==> src/rtl/rom_lector.sv <==
// rom_lector: sequential read controller placed in front of the synchronous ROM (srom).
// A start pulse sweeps an address window (wrapping at DEPTH), captures the words the
// ROM returns one cycle later, and streams them out over valid/ready with a running sum.
//
// Ports:
//   clk, rst_n        clock / asynchronous active-low reset
//   inicio            start pulse, honoured only while ocupado=0
//   dir_inicio        first address of the sweep
//   longitud          number of words to read (0..255)
//   direccion         registered address to the ROM
//   dato_rom          ROM read data, valid one cycle after direccion is sampled
//   dato_out, valido  output stream (held stable while stalled)
//   listo             stream ready from the consumer
//   ocupado           high from the accepted start until the sweep ends
//   fin               one-cycle end-of-sweep pulse
//   suma              sum of beats transferred in the current sweep
//   error             sticky: dir_inicio was outside 0..DEPTH-1
module rom_lector #(
  parameter int unsigned AW    = 8,
  parameter int unsigned DW    = 8,
  parameter int unsigned DEPTH = 11
) (
  input  logic          clk,
  input  logic          rst_n,
  input  logic          inicio,
  input  logic [AW-1:0] dir_inicio,
  input  logic [7:0]    longitud,
  output logic [AW-1:0] direccion,
  input  logic [DW-1:0] dato_rom,
  output logic [DW-1:0] dato_out,
  output logic          valido,
  input  logic          listo,
  output logic          ocupado,
  output logic          fin,
  output logic [15:0]   suma,
  output logic          error
);

  localparam int unsigned LW = 8;
  localparam int unsigned SW = 16;
  localparam logic [AW-1:0] ULTIMA = AW'(DEPTH - 1);

  typedef enum logic [1:0] {IDLE, LEER, DRENAR, FIN} estado_t;

  estado_t       estado, estado_nxt;
  logic [AW-1:0] sig_dir;
  logic [LW-1:0] restantes;
  logic          lect_a;    // address registered, ROM has not sampled it yet
  logic          lect_b;    // word present on dato_rom, waiting to enter the buffer
  logic [1:0]    cnt, cnt_nxt;
  logic [DW-1:0] buf1, dato_nxt, buf1_nxt;

  logic          acepta, fuera, emite, pop, entra;
  logic [2:0]    ocupacion;
  logic [AW-1:0] dir_emit;

  function automatic logic [AW-1:0] inc_dir(input logic [AW-1:0] a);
    return (a == ULTIMA) ? '0 : a + AW'(1);
  endfunction

  // Handshake and credit accounting. A word stalled on dato_rom is kept there by not
  // moving direccion (the ROM keeps re-reading the same address), so the ROM output
  // acts as a third storage slot next to the 2-entry buffer; this is what lets the
  // 2-cycle read loop sustain one beat per cycle.
  always_comb begin
    pop       = valido & listo;
    entra     = lect_b & ~((cnt == 2'd2) & ~pop);
    ocupacion = 3'(cnt) + 3'(lect_a) + 3'(lect_b) - 3'(pop);
    acepta    = (estado == IDLE) & inicio;
    fuera     = (dir_inicio > ULTIMA);
    dir_emit  = (estado == IDLE) ? dir_inicio : sig_dir;
  end

  // Next-state logic and read issue.
  always_comb begin
    estado_nxt = estado;
    emite      = 1'b0;
    case (estado)
      IDLE: begin
        if (inicio) begin
          if (fuera || (longitud == '0)) begin
            estado_nxt = FIN;
          end else begin
            emite      = 1'b1;
            estado_nxt = (longitud == LW'(1)) ? DRENAR : LEER;
          end
        end
      end
      LEER: begin
        if (ocupacion < 3'd3) begin
          emite = 1'b1;
          if (restantes == LW'(1)) estado_nxt = DRENAR;
        end
      end
      DRENAR: begin
        if (!lect_a && !lect_b && (cnt == 2'd0)) estado_nxt = FIN;
      end
      FIN:     estado_nxt = IDLE;
      default: estado_nxt = IDLE;
    endcase
  end

  // Output buffer next state; dato_out is the head entry, buf1 the second one.
  always_comb begin
    cnt_nxt  = cnt;
    dato_nxt = dato_out;
    buf1_nxt = buf1;
    case ({entra, pop})
      2'b10: begin
        if (cnt == 2'd0) dato_nxt = dato_rom;
        else             buf1_nxt = dato_rom;
        cnt_nxt = cnt + 2'd1;
      end
      2'b01: begin
        dato_nxt = buf1;
        cnt_nxt  = cnt - 2'd1;
      end
      2'b11: begin
        if (cnt == 2'd1) begin
          dato_nxt = dato_rom;
        end else begin
          dato_nxt = buf1;
          buf1_nxt = dato_rom;
        end
      end
      default: ;
    endcase
  end

  // State, pipeline and output registers.
  always_ff @(posedge clk or negedge rst_n) begin
    if (!rst_n) begin
      estado    <= IDLE;
      direccion <= '0;
      sig_dir   <= '0;
      restantes <= '0;
      lect_a    <= 1'b0;
      lect_b    <= 1'b0;
      cnt       <= 2'd0;
      dato_out  <= '0;
      buf1      <= '0;
      valido    <= 1'b0;
      ocupado   <= 1'b0;
      fin       <= 1'b0;
      suma      <= '0;
      error     <= 1'b0;
    end else begin
      estado  <= estado_nxt;
      fin     <= (estado_nxt == FIN);
      ocupado <= (estado_nxt != IDLE);
      if (emite) begin
        direccion <= dir_emit;
        sig_dir   <= inc_dir(dir_emit);
      end
      if (acepta)     restantes <= longitud - LW'(1);
      else if (emite) restantes <= restantes - LW'(1);
      lect_a   <= emite;
      lect_b   <= lect_a | (lect_b & ~entra);
      cnt      <= cnt_nxt;
      dato_out <= dato_nxt;
      buf1     <= buf1_nxt;
      valido   <= (cnt_nxt != 2'd0);
      if (acepta)   suma <= '0;
      else if (pop) suma <= suma + SW'(dato_out);
      if (acepta)   error <= fuera;
    end
  end

endmodule

==> config.mk <==
export PLATFORM = sky130hd
export DESIGN_NAME = rom_lector
export DESIGN_NICKNAME = d
export VERILOG_FILES = /design/src/rtl/rom_lector.sv
export SDC_FILE = /design/constraint.sdc
export NUM_CORES = 1
export LEC_CHECK = 0
export CAP_MARGIN = 20
export CORE_MARGIN = 4
export CORE_UTILIZATION = 47
export CTS_CLUSTER_DIAMETER = 100
export DETAILED_ROUTE_END_ITERATION = 16
export DONT_BUFFER_PORTS = 1
export GPL_TIMING_DRIVEN = 0
export PLACE_DENSITY_LB_ADDON = 0.1
export SLEW_MARGIN = 20
export SYNTH_ARGS = -nofsm -noshare
export SYNTH_HDL_FRONTEND = slang
export SYNTH_SLANG_ARGS = --single-unit
==> constraint.sdc <==
create_clock -name clk -period 6.2 [get_ports clk]
set_input_delay 1.24 -clock clk [delete_from_list [all_inputs] [get_ports clk]]
set_output_delay 1.24 -clock clk [all_outputs]
set_load 0.05 [all_outputs]
==> results.sh, run 1 <==
export IMPL_final_setup_tns_ns=0
export IMPL_wl_mm=9.25
export IMPL_status="complete, no violations"
export IMPL_skew_ns=0.0113
export IMPL_cap_violations=0
export IMPL_io_buffers=0
export IMPL_clk_pin_slew_ns=0.08
export IMPL_hold_viol=0
export IMPL_postCtsSetupBuffers=0
export IMPL_period_share=0.648
export IMPL_syn_area_um2=4090
export IMPL_required_ns=6.47
export IMPL_busiest_layer="met2"
export IMPL_final_cells=543
export IMPL_cts_root_buffer_cell="clkbuf_8"
export IMPL_post_cts_resized=0
export IMPL_cts_tree="yes"
export IMPL_slew_violations=0
export IMPL_p_leak_nw=1.91
export IMPL_via_per_inst=5.68
export IMPL_die_width_um=101
export IMPL_drcViolationCount=0
export IMPL_postLayoutCellArea_um2=4450
export IMPL_hold_path_class="reg2reg"
export IMPL_wl_per_cell_um=17.0
export IMPL_cts_sinks=66
export IMPL_cp_end_kind="flip-flop"
export IMPL_rsz0062_at_grt="false"
export IMPL_met3_usage=0.0585
export IMPL_cts_htree_levels=3
export IMPL_overflow=0
export IMPL_cp_arrival_ns=4.29
export IMPL_placed_cells=527
export IMPL_area_growth_synth_to_final_pct=8.74
export IMPL_initial_core_util=0.491
export IMPL_post_route_min_period_ns=4.02
export IMPL_total_power_mw=2.61
export IMPL_first_pass_iters=4
export IMPL_antenna_left=0
export IMPL_ios=64
export IMPL_layout_drive_gt1_share=0.128
export IMPL_powerDensity_nw_per_um2=586
export IMPL_use_met2=0.281
export IMPL_crit_type="in2reg"
export IMPL_max_vdd_ir_drop_v=0.000307
export IMPL_grt_pass1_wl_mm=15.4
export IMPL_clock_fmax_mhz=249
export IMPL_drt_first_iter_violations=104
export IMPL_cts_max_path_buffers=2
export IMPL_coreArea_um2=8340
export IMPL_grt_pass1_vias=3008
export IMPL_yosysSeqAreaShare=0.404
export IMPL_syn_area_per_cell_um2=9.70
export IMPL_gp_congestion=0.838
export IMPL_fillerInstances=752
export IMPL_grt_antenna_before_repair=0
export IMPL_yosysUniqueCellTypes=69
export IMPL_synth_nets=473
export IMPL_ys_flop_type="dfrtp_1"
export IMPL_rows=33
export IMPL_synth_seq_cells=66
export IMPL_cts_made_buffers=9
export IMPL_nets=484
export IMPL_synth_async_reset_ratio=1.00
export IMPL_slew_headroom=0.543
export IMPL_clk_latency_ns=0.34
export IMPL_yosysWarnings=0
export IMPL_synth_edf_count=0
export IMPL_worstPathMaxFanout=11
export IMPL_diodes=0
export IMPL_dp_final_hpwl_mm=6.78
export IMPL_grt_use_met1=0.270
export IMPL_syn_inst=422
export IMPL_die_h_um=101
export IMPL_num_vias=3083
export IMPL_grt_max_degree=67
export IMPL_die_area_um2=10300
export IMPL_critPathLaunchType="input pin"
export IMPL_cts_hold_fix_buffers=0
export IMPL_setup_viol=0
export IMPL_mostFrequentLayoutCell="dfrtp_1"
export IMPL_layout_common_cells="dfrtp_1 (66), nand2_1 (47), nor2_1 (38), a21oi_1 (38)"
export IMPL_tightest_slew_ns=0.666
export IMPL_placed_area_um2=4220
export IMPL_grt_usage=0.191
==> registers in the layout, indices dropped and copies added (netlist names), 2 cells and up <==
| name | cells |
|---|---|
| suma | 16 |
| dato_out | 8 |
| restantes | 8 |
| cnt | 2 |
| estado | 2 |
| buf1 | 8 |
| direccion | 8 |
| sig_dir | 8 |
==> report_power, final <==
group	switching, mW	internal (mW)	total (mW)
combinational	0.612	0.481	1.09
clock	0.182	0.230	0.412
sequential	0.495	0.610	1.10
==> cell type report <==
type,instances,area [um^2],share of cell area
Clock inverter,7,103,0.0231
Multi-Input combinational cell,322,2250,0.507
Inverter,19,71.3,0.0160
Tap cell,105,131,0.0295
Clock buffer,9,124,0.0278
Buffer,15,115,0.0259
Sequential cell,66,1650,0.371
==> critical path, stage by stage <==
cell and delay [ns]:
nand2_1 0.15, inv_1 0.16, clkbuf_1 0.43, ha_1 0.35, fa_1 0.38, inv_1 0.08, fa_1 0.40, nand2b_1 0.10
and4b_1 0.21, buf_6 0.15, nand2_2 0.08, or4_1 0.39, a31oi_1 0.17
==> kinds of logic (layout without fill, tap and decap cells) <==
| logic type | after synthesis | after routing | share of synthesized area |
|---|---|---|---|
| and+or+nand+nor | 150 | 150 | 0.195 |
| AOI/OAI and AO/OA | 112 | 112 | 0.192 |
| DFF | 66 | 66 | 0.404 |
| buffers and inverters | 34 | 50 | 0.0455 |
| adders and majority gates | 23 | 23 | 0.0758 |
| xor gates and xnor gates | 20 | 20 | 0.0428 |
| muxes | 17 | 17 | 0.0456 |
==> cell usage after synthesis, drive strengths merged (7+ instances only) <==
library cell	number	area, um^2
o21ai	24	120
nor3	11	55.1
xor2	12	105
dfrtp	66	1650
ha	20	250
buf	9	92.6
inv	19	71.3
mux2i	7	70.1
a21oi	39	206
nor2	39	163
xnor2	8	70.1
a22oi	10	75.1
mux2	10	116
a31oi	7	86.3
nand2	48	183
==> through the flow <==
| stage | hold WS, ns | setup WS (ns) | util |
|---|---|---|---|
| final | 0.508 | 2.18 | 0.534 |
| after floorplan | 0.462 | 2.24 | - |
| after global routing | 0.529 | 1.99 | 0.534 |
| after detailed placement | 0.494 | 1.80 | 0.506 |
| after global placement | 0.487 | 1.85 | 0.506 |
| after CTS | 0.512 | 2.16 | 0.534 |
==> layer usage <==
layer,vias to the layer above,part of all wire
met5,-,0
met4,0,0.012
met3,9,0.059
met2,57,0.45
met1,1478,0.48
li1,1539,-
==> path summary, 6_finish.rpt <==
path / cells past startpoint / slack (ns) / to / startpoint
max: 13 / 2.18 / restantes[4]$_DFFE_PN0P_ / listo
min: 1 / 0.51 / buf1[6]$_DFFE_PN0P_ / buf1[6]$_DFFE_PN0P_
max reg2reg: 13 / 2.26 / restantes[4]$_DFFE_PN0P_ / valido$_DFF_PN0_
min reg2reg: 1 / 0.51 / buf1[6]$_DFFE_PN0P_ / buf1[6]$_DFFE_PN0P_
max in group asynchronous: 0 / 5.52 / direccion[1]$_DFFE_PN0P_ / rst_n
min in group asynchronous: 0 / 0.58 / suma[2]$_DFFE_PN0P_ / rst_n
No activity file was read; power rests on OpenSTA's default activity.
==> run 2, diff against run 1 <==
Clock period 6.2 ns to 3.81 ns, I/O delays scaled along.
==> run 2 against run 1 <==
- design area about the same
- clock skew about the same
- sequential cell count did not move
- die area did not move
- final cell count down 0.18%
- largest power group unchanged
==> results.sh, run 2 (synthesis gave the netlist of run 1 again) <==
export IMPL_overflow=0
export IMPL_cap_violations=0
export IMPL_cts_htree_levels=3
export IMPL_grt_pass1_wl_mm=15.4
export IMPL_rsz0062_at_grt="false"
export IMPL_largest_reg_flops=16
export IMPL_slew_headroom=0.521
export IMPL_clock_fmax_mhz=281
export IMPL_setup_viol=0
export IMPL_die_area_um2=10300
export IMPL_grt_usage=0.191
export IMPL_layout_common_cells="dfrtp_1 (66), nand2_1 (46), nor2_1 (38), a21oi_1 (38)"
export IMPL_grt_use_met1=0.271
export IMPL_coreArea_um2=8340
export IMPL_drt_first_iter_violations=108
export IMPL_initial_core_util=0.491
export IMPL_cp_top_family="adder cells"
export IMPL_ios=64
export IMPL_busiest_layer="met2"
export IMPL_cp_num_buf_inv=3
export IMPL_period_share=0.936
export IMPL_clk_latency_ns=0.35
export IMPL_mostFrequentLayoutCell="dfrtp_1"
export IMPL_io_buffers=0
export IMPL_area_growth_synth_to_final_pct=8.80
export IMPL_rows=33
export IMPL_die_width_um=101
export IMPL_cts_root_buffer_cell="clkbuf_8"
export IMPL_wl_per_cell_um=17.1
export IMPL_cp_arrival_ns=3.84
export IMPL_post_route_util=0.534
export IMPL_top_register="suma"
export IMPL_total_power_mw=4.25
export IMPL_fillerInstances=753
export IMPL_post_route_min_period_ns=3.56
export IMPL_slowest_delay_ns=0.59
export IMPL_layout_drive_gt1_share=0.133
export IMPL_grt_max_degree=67
export IMPL_num_vias=3073
export IMPL_postCtsSetupBuffers=0
export IMPL_use_met2=0.280
export IMPL_cts_tree="yes"
export IMPL_gp_congestion=0.838
export IMPL_clk_pin_slew_ns=0.08
export IMPL_tightest_slew_ns=0.698
export IMPL_cp_cell_sequence="nand2_2 > clkinvlp_4 > ha_1 > fa_1 > inv_1 > fa_1 > nand2b_1 > and4b_1 > buf_6 > nand2_2 > or4_1 > a31oi_1"
export IMPL_cts_made_buffers=9
export IMPL_diodes=0
export IMPL_required_ns=4.09
export IMPL_critPathLaunchType="flip-flop"
export IMPL_max_vdd_ir_drop_v=0.000499
export IMPL_nets=483
export IMPL_cts_hold_fix_buffers=0
export IMPL_cts_max_path_buffers=2
export IMPL_slowest_stage="dfrtp_1"
export IMPL_first_pass_iters=4
export IMPL_wl_mm=9.26
export IMPL_worstPathMaxFanout=13
export IMPL_skew_ns=0.0110
export IMPL_slew_violations=0
export IMPL_powerDensity_nw_per_um2=953
export IMPL_final_setup_tns_ns=0
export IMPL_via_per_inst=5.67
export IMPL_grt_antenna_before_repair=0
export IMPL_cp_end_kind="flip-flop"
export IMPL_p_leak_nw=1.91
export IMPL_met3_usage=0.0585
export IMPL_grt_pass1_vias=2988
export IMPL_cts_sinks=66
export IMPL_die_h_um=101
export IMPL_drcViolationCount=0
export IMPL_post_cts_resized=0
export IMPL_dp_final_hpwl_mm=6.78
export IMPL_hold_path_class="in2async"
export IMPL_crit_type="reg2reg"
export IMPL_antenna_left=0
export IMPL_status="complete, no violations"
export IMPL_hold_viol=0
-- run 2: cell types whose count changed in the layout (fill, tap and decap cells not counted) --
cell,before,now
nand2_1,47,46
clkbuf_1,6,5
inv_1,18,17
nand2_2,1,2
clkinvlp_4,1,2
-- run 2: worst register-to-register path, stage by stage (launching register included) --
cell	delay, ns
dfrtp_1	0.59
nand2_2	0.29
clkinvlp_4	0.30
ha_1	0.38
fa_1	0.38
inv_1	0.08
fa_1	0.40
nand2b_1	0.10
and4b_1	0.21
buf_6	0.15
nand2_2	0.08
or4_1	0.39
a31oi_1	0.17
-- run 2: power breakdown --
part / internal [mW] / total [mW] / switching (mW) / leakage (nW)
sequential: 0.993 / 1.80 / 0.803 / 0.792
clock: 0.374 / 0.672 / 0.298 / 0.110
combinational: 0.782 / 1.78 / 0.996 / 1.00
-- run 2: final cells by class --
type,count,area [um^2],area share
clock buffer,9,124,0.0278
buffer,14,111,0.0250
multi-input combinational,322,2260,0.507
sequential,66,1650,0.371
tap,105,131,0.0295
clock inverter,7,103,0.0230
inverter,19,75.1,0.0169
-- run 2: path summary, 6_finish.rpt --
| kind | to | slack (ns) | cells past startpoint | from |
|---|---|---|---|---|
| hold reg to reg | buf1[6]$_DFFE_PN0P_ | 0.51 | 1 | buf1[6]$_DFFE_PN0P_ |
| max in group asynchronous | direccion[1]$_DFFE_PN0P_ | 3.61 | 0 | rst_n |
| hold / removal | suma[2]$_DFFE_PN0P_ | 0.1 | 0 | rst_n |
| setup reg to reg | restantes[4]$_DFFE_PN0P_ | 0.25 | 12 | valido$_DFF_PN0_ |
| setup / recovery | restantes[4]$_DFFE_PN0P_ | 0.25 | 12 | valido$_DFF_PN0_ |
| min in group clk | buf1[6]$_DFFE_PN0P_ | 0.51 | 1 | buf1[6]$_DFFE_PN0P_ |
-- run 2: through the flow --
step	setup slack (ns)	std cells	cell area (um^2)	hold WS [ns]
global route	0.0887	542	4450	0.0703
finish	0.246	542	4450	0.0990
global placement	-0.0952	527	4220	0.468
CTS	0.0630	542	4450	0.0842
floorplan	0.332	422	4090	0.462
detailed placement	-0.150	527	4220	0.468
-- run 2: routing by layer --
| layer | vias up | routed length, um |
|---|---|---|
| met4 | 0 | 118 |
| met2 | 69 | 4080 |
| met5 | - | 0 |
| met1 | 1464 | 4440 |
| met3 | 8 | 621 |
| li1 | 1532 | - |
==> run 3, diff against run 2 <==
Settings changed: CAP_MARGIN 20 to not set, SLEW_MARGIN 20 to 25.
==> results of run 3 <==
Final layout, timing and power as in run 2 (identical DEF).
